===== config.mk =====
export PLATFORM = sky130hd
export DESIGN_NAME = serial_frame_tx
export DESIGN_NICKNAME = d
export VERILOG_FILES = /design/src/rtl/serial_link_pkg.sv /design/src/rtl/serial_frame_tx_bit_timer.sv /design/src/rtl/serial_frame_tx.sv
export SDC_FILE = /design/constraint.sdc
export NUM_CORES = 1
export LEC_CHECK = 0
export CORE_AREA = 4 4 72 57
export DETAILED_ROUTE_END_ITERATION = 8
export DIE_AREA = 0 0 76 61
export PLACE_DENSITY = 0.51
export SLEW_MARGIN = 30
export SYNTH_ARGS = -nofsm -noshare
export SYNTH_HDL_FRONTEND = slang
export SYNTH_SLANG_ARGS = --single-unit

===== constraint.sdc =====
create_clock -name clk -period 2.7 [get_ports clk]
set_clock_uncertainty 0.15 [all_clocks]
set_input_delay 0.27 -clock clk [delete_from_list [all_inputs] [get_ports clk]]
set_output_delay 0.27 -clock clk [all_outputs]
set_load 0.02 [all_outputs]

===== src/rtl/serial_link_pkg.sv =====
// ============================================================================
// Package     : serial_link_pkg
// Description : Types and constants shared by both ends of the single-wire
//               serial link: frame FSM state encoding, line levels, and a
//               frame-length helper.
// Revision    : 1.0 - initial release
// ============================================================================
`default_nettype none

package serial_link_pkg;

    typedef enum logic [2:0] {
        IDLE   = 3'd0,
        START  = 3'd1,
        DATA   = 3'd2,
        PARITY = 3'd3,
        STOP   = 3'd4
    } state_t;

    localparam logic START_BIT  = 1'b0;
    localparam logic STOP_BIT   = 1'b1;
    localparam logic IDLE_LEVEL = 1'b1;

    // Clock cycles occupied by one frame: start + data + optional parity + stop.
    function automatic int frame_cycles(input int width,
                                        input int clks_per_bit,
                                        input bit parity_en);
        return (width + 2 + (parity_en ? 1 : 0)) * clks_per_bit;
    endfunction

endpackage

`default_nettype wire


===== src/rtl/serial_frame_tx_bit_timer.sv =====
// ============================================================================
// Module      : bit_timer
// Description : Bit-period divider. Counts clk cycles and raises tick during
//               the last cycle of each CLKS_PER_BIT-cycle bit period. State
//               updates on the falling edge of clk.
// Ports       : clk   - clock (falling-edge active)
//               rst   - asynchronous active-high reset
//               clear - hold/force the counter to zero
//               tick  - high in the final cycle of a bit period
// Revision    : 1.0 - initial release
// ============================================================================
`default_nettype none

module bit_timer #(
    parameter int CLKS_PER_BIT = 4
) (
    input  logic clk,
    input  logic rst,
    input  logic clear,
    output logic tick
);

    localparam int CW = $clog2(CLKS_PER_BIT) + 1;

    logic [CW-1:0] count;

    assign tick = (count == CW'(CLKS_PER_BIT - 1));

    always_ff @(negedge clk or posedge rst) begin
        if (rst) begin
            count <= '0;
        end else if (clear || tick) begin
            count <= '0;
        end else begin
            count <= count + 1'b1;
        end
    end

endmodule

`default_nettype wire


===== src/rtl/serial_frame_tx.sv =====
// ============================================================================
// Module      : serial_frame_tx
// Description : Parallel-in, serial-out frame transmitter. Accepts a WIDTH-bit
//               word on a valid/ready handshake and sends start bit, data
//               bits (LSB or MSB first), optional even parity, and stop bit,
//               each held CLKS_PER_BIT cycles. All state updates on the
//               falling edge of clk.
// Build macro : SERIAL_FRAME_TX_PARITY_EN - adds an even-parity bit between
//               the data bits and the stop bit.
// Ports       : clk        - clock (falling-edge active)
//               rst        - asynchronous active-high reset
//               load_valid - producer offers load_data
//               load_data  - word to transmit
//               load_ready - transmitter can accept a word this cycle
//               sdo        - serial line, idles high
//               busy       - frame in progress
//               done       - one-cycle pulse in the final stop-bit cycle
// Revision    : 1.0 - initial release
// ============================================================================
`default_nettype none

module serial_frame_tx
    import serial_link_pkg::*;
#(
    parameter int WIDTH        = 8,
    parameter int CLKS_PER_BIT = 4,
    parameter int LSB_FIRST    = 1
) (
    input  logic             clk,
    input  logic             rst,
    input  logic             load_valid,
    input  logic [WIDTH-1:0] load_data,
    output logic             load_ready,
    output logic             sdo,
    output logic             busy,
    output logic             done
);

    localparam int BCW = $clog2(WIDTH) + 1;

    state_t           state;
    state_t           state_nx;
    logic [WIDTH-1:0] shreg;
    logic [BCW-1:0]   bit_cnt;
    logic             tick;
    logic             accept;
    logic             last_data_bit;
`ifdef SERIAL_FRAME_TX_PARITY_EN
    logic             parity_bit;
`endif

    // The last stop-bit cycle doubles as the handoff cycle: done pulses and
    // a new word may be accepted, so the next start bit follows with no gap.
    assign done          = (state == STOP) && tick;
    assign load_ready    = (state == IDLE) || done;
    assign accept        = load_valid && load_ready;
    assign busy          = (state != IDLE);
    assign last_data_bit = (bit_cnt == BCW'(WIDTH - 1));

    // Divider is held at zero while idle and restarted on every acceptance so
    // that the start bit always lasts a full period.
    bit_timer #(
        .CLKS_PER_BIT (CLKS_PER_BIT)
    ) u_bit_timer (
        .clk   (clk),
        .rst   (rst),
        .clear ((state == IDLE) || accept),
        .tick  (tick)
    );

    always_ff @(negedge clk or posedge rst) begin
        if (rst) begin
            state <= IDLE;
        end else begin
            state <= state_nx;
        end
    end

    always_comb begin
        state_nx = state;
        case (state)
            IDLE: begin
                if (load_valid) begin
                    state_nx = START;
                end
            end
            START: begin
                if (tick) begin
                    state_nx = DATA;
                end
            end
            DATA: begin
                if (tick && last_data_bit) begin
`ifdef SERIAL_FRAME_TX_PARITY_EN
                    state_nx = PARITY;
`else
                    state_nx = STOP;
`endif
                end
            end
`ifdef SERIAL_FRAME_TX_PARITY_EN
            PARITY: begin
                if (tick) begin
                    state_nx = STOP;
                end
            end
`endif
            STOP: begin
                if (tick) begin
                    state_nx = load_valid ? START : IDLE;
                end
            end
            default: begin
                state_nx = IDLE;
            end
        endcase
    end

    always_comb begin
        sdo = IDLE_LEVEL;
        case (state)
            START:   sdo = START_BIT;
            DATA:    sdo = (LSB_FIRST != 0) ? shreg[0] : shreg[WIDTH-1];
`ifdef SERIAL_FRAME_TX_PARITY_EN
            PARITY:  sdo = parity_bit;
`endif
            STOP:    sdo = STOP_BIT;
            default: sdo = IDLE_LEVEL;
        endcase
    end

    // Data path: the word (and its parity) is captured only on acceptance, so
    // later changes on load_data cannot disturb a frame in flight.
    always_ff @(negedge clk or posedge rst) begin
        if (rst) begin
            shreg   <= '0;
            bit_cnt <= '0;
        end else if (accept) begin
            shreg   <= load_data;
            bit_cnt <= '0;
        end else if ((state == DATA) && tick) begin
            if (LSB_FIRST != 0) begin
                shreg <= shreg >> 1;
            end else begin
                shreg <= shreg << 1;
            end
            bit_cnt <= bit_cnt + 1'b1;
        end
    end

`ifdef SERIAL_FRAME_TX_PARITY_EN
    always_ff @(negedge clk or posedge rst) begin
        if (rst) begin
            parity_bit <= 1'b0;
        end else if (accept) begin
            parity_bit <= ^load_data;
        end
    end
`endif

endmodule

`default_nettype wire


======== Yosys cells after proc, flatten, opt, wreduce, memory -nomap -nowiden ========
Index checks and enable logic that the tools add are counted.
word-level totals
  register bits ........................... 18
  output and inout bits ................... 4
cells by class
  add/sub/neg operators ................... 2
  equality and inequality tests ........... 9
  mux-type cells .......................... 12
  reductions and logical operators ........ 11
operator list
  kind                                                              count
  8-bit 2-to-1 mux                                                  2
  3-bit 2-to-1 mux                                                  5
  3-bit case mux with 4 select lines                                1
  4-bit 2-to-1 mux                                                  2
  2-bit inequality test (second input constant)                     4
  3-bit by 2-bit == test with 1-bit output (second input constant)  2
  4-bit by 1-bit adder with 4-bit output (second input constant)    1
  4-bit by 3-bit == test with 1-bit output (second input constant)  1
  1-bit logical AND                                                 4
  4-bit AND reduction                                               1
  3-bit by 1-bit adder with 3-bit output (second input constant)    1
  3-bit by 1-bit == test with 1-bit output (second input constant)  1
  3-bit == test (second input constant)                             1
  3-bit zero test                                                   1
  1-bit logical OR                                                  3
  3-bit nonzero test                                                1
  1-bit case mux with 2 select lines                                1
  2-bit nonzero test                                                1
  1-bit 2-to-1 mux                                                  1

======== Logic depth before layout (Yosys ltp) ========
  depth after elaboration ................. 7
  depth in mapped cells ................... 7

======== Hierarchy ========
Synthesis repeated with hierarchy kept, for this count alone.
second synthesis, totals
  cells, all modules ...................... 82
  area total of the unflattened synthesis .. 939.7 µm²
by module, submodules not included
  module           instances  cells each  area an instance (µm²)
  serial_frame_tx  1          72          809.5
  bit_timer        1          10          130.1

==> flow_metrics.env <==
export IMPL_drt_iter0_drc=64
export IMPL_failed_checks="setup timing"
export IMPL_yosysMostFrequentCell="dfrtn_1"
export IMPL_outcome="complete, but fails checks"
export IMPL_stdcell_count=159
export IMPL_synth_compound_area_share_pct=15.7
export IMPL_end_kind="output pin"
export IMPL_overflow=0
export IMPL_area_growth_pct=34.8
export IMPL_cp_required_ps=2280
export IMPL_synthTopCellsByCount="dfrtn_1, inv_1, a221o_1, a311oi_1, nor2_1"
export IMPL_multiInputGateArea_um2=484
export IMPL_cp_slowest_cell="dfrtn_1"
export IMPL_dp_worst_setup_slack_ps=-740
export IMPL_synth_top_area_share_pct=45.3
export IMPL_nNetsFinal=135
export IMPL_tightestPinTransition_ps=767
export IMPL_synth_top_family_by_area="simple AND/OR/NAND/NOR gates"
export IMPL_cts_sinks=18
export IMPL_ys_ff_latch=18
export IMPL_synthTopCellsByArea="dfrtn_1, a221o_1, a311oi_1"
export IMPL_hold_depth=1
export IMPL_dieArea_um2=4640
export IMPL_synth_async_reset_ratio_pct=100
export IMPL_ctsRootBufferMaster="clkbuf_8"
export IMPL_hold_buffers=0
export IMPL_drv_cap=0
export IMPL_htreeDepth=1
export IMPL_synth_ff_type="dfrtn_1"
export IMPL_yosys_area_share_simple_pct=16.9
export IMPL_max_slew_margin_pct=48.9
export IMPL_path_cells="ha_4, ha_4, and2b_1, nor3_4, buf_6"
export IMPL_ys_types=29
export IMPL_vias_per_cell=4.91
export IMPL_synth_edf_count=0
export IMPL_r2r_cells=7
export IMPL_crit_family="flip-flops"
export IMPL_die_height_um=61
export IMPL_synth_fa_ha_area_share_pct=3.78
export IMPL_crit_path_max_incr_delay_ps=440
export IMPL_die_w_um=76
export IMPL_place_inst=152
export IMPL_clk_latency_ps=270
export IMPL_grt_pass1_vias=782
export IMPL_hold_path_class="flip-flop to flip-flop"
export IMPL_p_leak_nw=0.602
export IMPL_start_kind="flip-flop"
export IMPL_cts_buffer_depth=2
export IMPL_core_area_um2=3310
export IMPL_initial_core_util_pct=30.0
export IMPL_synth_area_per_cell_um2=10.9
export IMPL_vias=781
export IMPL_port_buffers=14
export IMPL_yosysSeqAreaShare_pct=45.3
export IMPL_hold_viol_final=0
export IMPL_crit_path_frequent_cell="ha_4"
export IMPL_fillers=326
export IMPL_crit_buf_inv=1
export IMPL_synthMuxAreaShare_pct=5.16
export IMPL_track_usage_pct=9.71
export IMPL_drc=0
export IMPL_wl_per_cell_um=13.1
export IMPL_synthesis_nets=105
export IMPL_vdd_drop_max_mv=0.233
export IMPL_synthesis_area_um2=993
export IMPL_whs_ps=259
export IMPL_finalSetupTns_ps=-1820
export IMPL_final_layout_size_suffix_gt1_share_pct=29.4
export IMPL_io_pins=15
export IMPL_cp_max_fo=3
export IMPL_p_per_area_nw_per_um2=929
export IMPL_path_class="flip-flop to output pin"
export IMPL_arrival_ps=2800
export IMPL_drtPass1Iterations=4
export IMPL_post_route_util_pct=40.4
export IMPL_yosysWarnings=0
export IMPL_dp_final_hpwl_mm=1.46
export IMPL_setup_viol=4
export IMPL_grt_pass1_wl_mm=3.58
export IMPL_placementRows=18
export IMPL_antenna_found_initial=0
export IMPL_synth_cells=91
export IMPL_antennaDiodeCount=0
export IMPL_drtAntennaViolNets=0
export IMPL_maxSlewViolCount=0
export IMPL_cp_depth=5
export IMPL_synth_largest_area_cell="dfrtn_1"
export IMPL_cts_buffers=3
export IMPL_cts_tree="built"
export IMPL_globalplace_congestion=0.723
export IMPL_setup_ws_ps=-519
export IMPL_synthXorXnorAreaFrac_pct=0.882
export IMPL_clkSlewWorstSetupHoldPaths_ps=40
export IMPL_routed_wirelength_mm=2.08
export IMPL_regArea_um2=450
export IMPL_rsz0062_at_grt="true"
export IMPL_grt_max_degree=20
registers in the layout, indices dropped and copies added, names as in the netlist:
signal and count:
bit_cnt 4, shreg 8, state 3, u_bit_timer.count 3
per-stage QoR:
step,instance area (µm²),power (mW)
finish,1340,1.24
global route,1340,1.34
CTS,1330,1.25
detailed placement,1250,1.01
global placement,1250,0.993
floorplan,1030,0.814
worst register-to-register path, delay by kind of cell, from the launching register on:
kind	cells	cell delay (ps)
flip-flops	1	440
AND/OR/NAND/NOR	1	700
adder cells (fa/ha/maj)	2	280
buffers and inverters	2	210
AO/OA/AOI/OAI	2	420
per-layer routing:
metal	track usage, %	share of wire, %	wire length, µm	up-vias
li1	-	-	-	389
met1	12.3	52	1090	378
met2	15.7	42	877	12
met3	4.01	5.0	103	2
met4	2.28	0.63	13	0
met5	0	0	0	-
cell families after synthesis:
kind of cell	Yosys count
adders and majority gates	3
DFF	18
buffers and inverters	17
and+or+nand+nor	29
xor gates and xnor gates	1
muxes	5
AOI/OAI and AO/OA	18
cell type report:
type | count | area share [%]
Timing Repair Buffer | 31 | 20.6
Multi-Input combinational cell | 57 | 36.2
Tap cell | 40 | 3.74
Sequential cell | 18 | 33.6
Clock buffer | 3 | 3.08
Inverter | 10 | 2.80
layout by cell type (no fill, tap or decap), types with 2 or more instances in the layout:
master           synthesis  final
a221o_1                  7      7
a311oi_1                 7      7
and3_4                   1      2
buf_4                    1     16
buf_6                    5      4
clkbuf_8                 0      3
clkdlybuf4s50_1          0      9
dfrtn_1                 18     18
ha_4                     0      2
inv_1                   10     10
mux2i_1                  4      4
nand2_1                  3      3
nand2b_1                 2      2
nor2_1                   7      7
nor3_1                   4      3
path summary, 6_finish.rpt:
path                                      startpoint                    to  slack (ps)
worst max-delay path            u_bit_timer.count[0]            load_ready        -520
worst min-delay path            u_bit_timer.count[0]  u_bit_timer.count[0]         260
worst max register to register  u_bit_timer.count[0]              shreg[6]         340
worst min register to register  u_bit_timer.count[0]  u_bit_timer.count[0]         260
max in group asynchronous                        rst            bit_cnt[0]         760
min in group asynchronous                        rst              state[0]        1400
power by group:
part	switching [mW]	leakage (nW)	internal (mW)
clock network	0.0856	0.0216	0.0990
registers	0.0623	0.230	0.373
logic	0.264	0.351	0.360
total	0.412	0.602	0.832
repair_timing:
action | in CTS | in global routing
endpoints found under the setup margin | 9 | 4
resized for setup | 24 | 1
gates cloned | 1 | 0
pin swaps | 2 | 1
setup buffers | 3 | 0
hold endpoints to repair | 0 | 0
(Power assumes the default switching activity.)
